### src/rtl/edge_event_arbiter.sv
// Edge-event scheduler: per-channel edge capture, one pending event per channel,
// round-robin drain onto a single valid/ready port. Optional macro: EDGE_ARB_SYNC_EN.
module edge_event_arbiter #(
  parameter int N = 4,
  localparam int CW = (N > 2) ? $clog2(N) : 1
) (
  input  logic          clk,
  input  logic          rst,
  input  logic [N-1:0]  din,
  input  logic [N-1:0]  en_mask,
  input  logic [1:0]    edge_sel,
  output logic          evt_valid,
  input  logic          evt_ready,
  output logic [CW-1:0] evt_ch,
  output logic          evt_rise,
  output logic [N-1:0]  ovf,
  input  logic          ovf_clr
);

  // Handshake: an event transfers on a rising clk edge where evt_valid & evt_ready;
  // while evt_valid & ~evt_ready, evt_ch/evt_rise hold and no new grant is made.

  logic [N-1:0]  d;
  logic [N-1:0]  prev;
  logic [N-1:0]  pend;
  logic [N-1:0]  pend_dir;
  logic [CW-1:0] rr;

`ifdef EDGE_ARB_SYNC_EN
  logic [N-1:0] sync1;
  logic [N-1:0] sync2;

  always_ff @(posedge clk or negedge rst) begin
    if (!rst) begin
      sync1 <= '0;
      sync2 <= '0;
    end else begin
      sync1 <= din;
      sync2 <= sync1;
    end
  end

  assign d = sync2;
`else
  assign d = din;
`endif

  logic [N-1:0] rise;
  logic [N-1:0] fall;
  logic [N-1:0] qual;

  assign rise = ~prev & d;
  assign fall = prev & ~d;
  assign qual = en_mask & ((rise & {N{edge_sel[0]}}) | (fall & {N{edge_sel[1]}}));

  // Round-robin search starting at rr, wrapping N-1 -> 0.
  logic          any_pend;
  logic [CW-1:0] winner;

  always_comb begin
    int j;
    any_pend = 1'b0;
    winner   = '0;
    for (int k = 0; k < N; k++) begin
      j = int'(rr) + k;
      if (j >= N) j = j - N;
      if (!any_pend && pend[j]) begin
        any_pend = 1'b1;
        winner   = CW'(j);
      end
    end
  end

  logic          load;
  logic          grant;
  logic [N-1:0]  grant_vec;
  logic [CW-1:0] rr_next;

  assign load  = ~evt_valid | evt_ready;
  assign grant = load & any_pend;

  always_comb begin
    grant_vec = '0;
    if (grant) grant_vec[winner] = 1'b1;
    if (int'(winner) == N - 1) rr_next = '0;
    else                       rr_next = winner + CW'(1);
  end

  logic [N-1:0] pend_nxt;
  logic [N-1:0] dir_nxt;
  logic [N-1:0] ovf_set;

  // A granted channel may re-arm in the same cycle; otherwise a second edge overflows.
  always_comb begin
    pend_nxt = pend;
    dir_nxt  = pend_dir;
    ovf_set  = '0;
    for (int i = 0; i < N; i++) begin
      if (qual[i]) begin
        if (pend[i] && !grant_vec[i]) begin
          ovf_set[i] = 1'b1;
        end else begin
          pend_nxt[i] = 1'b1;
          dir_nxt[i]  = rise[i];
        end
      end else if (grant_vec[i]) begin
        pend_nxt[i] = 1'b0;
      end
    end
  end

  always_ff @(posedge clk or negedge rst) begin
    if (!rst) begin
      prev     <= '0;
      pend     <= '0;
      pend_dir <= '0;
      ovf      <= '0;
    end else begin
      prev     <= d;
      pend     <= pend_nxt;
      pend_dir <= dir_nxt;
      ovf      <= (ovf & ~{N{ovf_clr}}) | ovf_set;
    end
  end

  always_ff @(posedge clk or negedge rst) begin
    if (!rst) begin
      evt_valid <= 1'b0;
      evt_ch    <= '0;
      evt_rise  <= 1'b0;
      rr        <= '0;
    end else if (grant) begin
      evt_valid <= 1'b1;
      evt_ch    <= winner;
      evt_rise  <= pend_dir[winner];
      rr        <= rr_next;
    end else if (load) begin
      evt_valid <= 1'b0;
    end
  end

endmodule

### config.mk
export PLATFORM = sky130hd
export DESIGN_NAME = edge_event_arbiter
export DESIGN_NICKNAME = d
export VERILOG_FILES = /design/src/rtl/edge_event_arbiter.sv
export SDC_FILE = /design/constraint.sdc
export NUM_CORES = 1
export LEC_CHECK = 0
export CORE_MARGIN = 2
export CORE_UTILIZATION = 50
export CTS_CLUSTER_SIZE = 14
export DETAILED_ROUTE_END_ITERATION = 7
export PLACE_DENSITY = 0.8
export SLEW_MARGIN = 20
export SYNTH_ARGS = -nofsm -noshare
export SYNTH_HDL_FRONTEND = slang
export SYNTH_SLANG_ARGS = --single-unit
export TNS_END_PERCENT = 5
### constraint.sdc
create_clock -name clk -period 2.1 [get_ports clk]
set_clock_uncertainty 0.1 [all_clocks]
set_input_delay 0.315 -clock clk [delete_from_list [all_inputs] [get_ports clk]]
set_output_delay 0.315 -clock clk [all_outputs]
set_load 0.01 [all_outputs]
==> metrics.md <==
| Metric | Value |
|---|---|
| Hold_buf cts | `0` |
| Clock sink total | `22` |
| P_leak | `0.637 nW` |
| TritonRoute pass-1 iters | `4` |
| CP bufs+invs | `1` |
| Slowest cell on crit path | `dfrtp_1` |
| Area after DPL | `0.00135 mm²` |
| Post-synthesis compound-gate area fraction | `17.4%` |
| Final Slew Violations | `0` |
| Worst setup EP type | `flop` |
| Syn nets | `129` |
| Final setup vio count | `0` |
| Flops & latches, synth | `22` |
| CP cell instances | `mux2i_1 -> o22ai_1 -> nor2_2 -> inv_1 -> ha_1 -> nand2_1 -> a21oi_2 -> mux2_1` |
| EDFF count, synth | `0` |
| Synth warn | `0` |
| Startpoint Class | `flop` |
| Commonest cells after routing, fill and taps aside | `nand2_1, clkdlybuf4s50_1, dfrtp_1, inv_1, nor2b_1` |
| DR iter-0 viols | `14` |
| Library cells used by synthesis | `25` |
| XOR/XNOR Fraction of Synth Area | `0%` |
| Setup TNS | `0 ns` |
| WL final | `2.34 mm` |
| GRT Total Usage | `20.0%` |
| Maximum vdd ir drop | `0.837 mV` |
| Synth Area in Simple Gates | `17.5%` |
| Synthesis-to-layout area growth | `30.6%` |
| FFs w/ async S/R, synth | `100%` |
| CTS clock-pin slew for the worst setup and hold paths | `0.14 ns` |
| Synth top area share | `49.9%` |
| Die area | `0.00260 mm²` |
| Cell count after synthesis | `111` |
| Final period demand of the worst path | `2.01 ns` |
| Post-DP HPWL | `1.73 mm` |
| Die height | `51.0 µm` |
| Total congestion overflow | `0` |
| Largest net degree at the start of global routing | `23` |
| Wire length of the first global-routing pass | `3.80 mm` |
| Core area | `0.00202 mm²` |
| Syn Area/Cell | `9.93 µm²` |
| Outcome | `completed` |
| Port-buffer cells | `21` |
| Largest stage delay on the critical path | `0.51 ns` |
| Syn Std Cell Area | `0.00110 mm²` |
| Die X | `51.0 µm` |
| Initial antenna violation count | `0` |
| # fillers | `151` |
| Power Dens Cells | `1360 mW/mm²` |
| Share of cells above drive strength 1 | `15.8%` |
| Final hold slack | `0.216 ns` |
| Worst skew pair latency | `0.33 ns` |
| Worst endpoint data arrival time | `2.12 ns` |
| Critical Path RT | `2.21 ns` |
| Total of max-cap violations | `0` |
| TritonCTS Buffers | `3` |
| Via density per instance | `5.48` |
| Starting density of the core | `54.5%` |
| Ports | `22` |
| Main combinational cell family by area after synthesis | `simple AND/OR/NAND/NOR gates` |
| Fmax | `0.498 GHz` |
| Residual DRC | `0` |
| Mux share of post-synthesis cell area | `5.90%` |
| Synth top area cells | `dfrtp_1, nand2_1, ha_1, mux2_1, nor2b_1` |
| Htree depth | `1` |
| Final Instance Area | `0.00144 mm²` |
| Pwr Total | `1.96 mW` |
| Ys flop type | `dfrtp_1` |
| Post-route ant nets | `0` |
| Fin nets | `158` |
| Routed WL per cell | `14.1 µm` |
| Critical-path maximum fanout | `6` |
| Final GP Congestion | `0.865` |
| Commonest non-fill, non-tap cell in the layout | `nand2_1` |
| Antenna fix cells | `0` |
| # rows | `16` |
| Setup CP Type | `flop to flop` |
| Class of the worst hold path | `input pin to asynchronous set/reset pin` |
| Vias in the first global route | `878` |
| Fin. Hold Viols | `0` |
| Crit share post-route | `95.7%` |
| Max-slew headroom | `74.9%` |
| Slew @ Worst Pin | `0.373 ns` |
| TritonCTS clock tree | `built` |
| CTS Root Cell | `clkbuf_4` |
| Bufs on Longest Clock Path | `2` |
| Area leader, netlist | `dfrtp_1` |
| Sequential share of the synthesized area | `49.9%` |
| Synth Area in Adders | `4.54%` |
| Crit-path leading delay family | `flip-flops` |
| Routed via count | `910` |
-- sequential cells by signal, indices dropped and copies added (netlist names) --
register   cells
prev           4
rr             2
evt_valid      1
pend_dir       4
evt_rise       1
evt_ch         2
ovf            4
pend           4
-- final timing paths --
| kind | cells after the start | end | slack, ns | start |
|---|---|---|---|---|
| min | 2 | evt_valid | 0.22 | rst |
| max in group asynchronous | 2 | pend_dir[3] | 1.44 | rst |
| max reg2reg | 8 | pend_dir[0] | 0.09 | pend[2] |
| min in group clk | 1 | prev[2] | 0.35 | din[2] |
| min reg2reg | 2 | evt_ch[0] | 0.39 | evt_ch[0] |
| max | 8 | pend_dir[0] | 0.09 | pend[2] |
-- power by group --
| part | switching, mW | internal (mW) | leakage (nW) |
|---|---|---|---|
| clock | 0.142 | 0.193 | 0.0279 |
| combinational | 0.466 | 0.436 | 0.341 |
| sequential | 0.160 | 0.567 | 0.268 |
-- final cells by class --
| class | count | area [µm²] | share of cell area [%] |
|---|---|---|---|
| sequential | 22 | 553 | 38.4 |
| multi-input combinational | 79 | 523 | 36.3 |
| timing repair buffer | 26 | 248 | 17.2 |
| tap | 27 | 33.8 | 2.35 |
| clock inverter | 1 | 30.0 | 2.09 |
| inverter | 8 | 30.0 | 2.09 |
| clock buffer | 3 | 22.5 | 1.56 |
-- cell families after synthesis --
logic type	after synthesis
and+or+nand+nor	41
adders and majority gates	4
muxes	6
buffers and inverters	10
DFF	22
AOI/OAI and AO/OA	28
-- per-stage QoR --
step / setup WS, ns / std cells / utilization (%)
6_report: 0.0901 / 166 / 71.2
5_1_grt: -0.0433 / 166 / 71.2
4_1_cts: 0.0220 / 165 / 69.6
3_5_place_dp: 0.0622 / 161 / 67.0
3_3_place_gp: 0.117 / 161 / 67.0
2_1_floorplan: 0.198 / 111 / -
-- metal layers --
metal | vias to the layer above | GRT usage, % | part of all wire (%)
li1 | 437 | - | -
met1 | 436 | 25.0 | 44
met2 | 32 | 34.0 | 50
met3 | 5 | 3.51 | 4.2
met4 | 0 | 8.11 | 1.9
met5 | - | 0 | 0
-- repair_timing --
item | in CTS | in global routing
setup endpoints to repair | 0 | 4
hold endpoints to repair | 0 | 0
buffers inserted | 0 | 1
gates resized for setup | 0 | 9
-- cell usage after synthesis (2+ instances only) --
| cell type | instances |
|---|---|
| a21oi_2 | 2 |
| mux2_1 | 4 |
| a22o_1 | 3 |
| o21ai_0 | 4 |
| dfrtp_1 | 22 |
| ha_1 | 4 |
| nor2b_1 | 7 |
| o22ai_1 | 5 |
| a21oi_1 | 7 |
| nand2_1 | 27 |
| inv_1 | 8 |
| mux2i_1 | 2 |
| buf_6 | 2 |
| nor2_1 | 3 |
(Power assumes the default switching activity.)
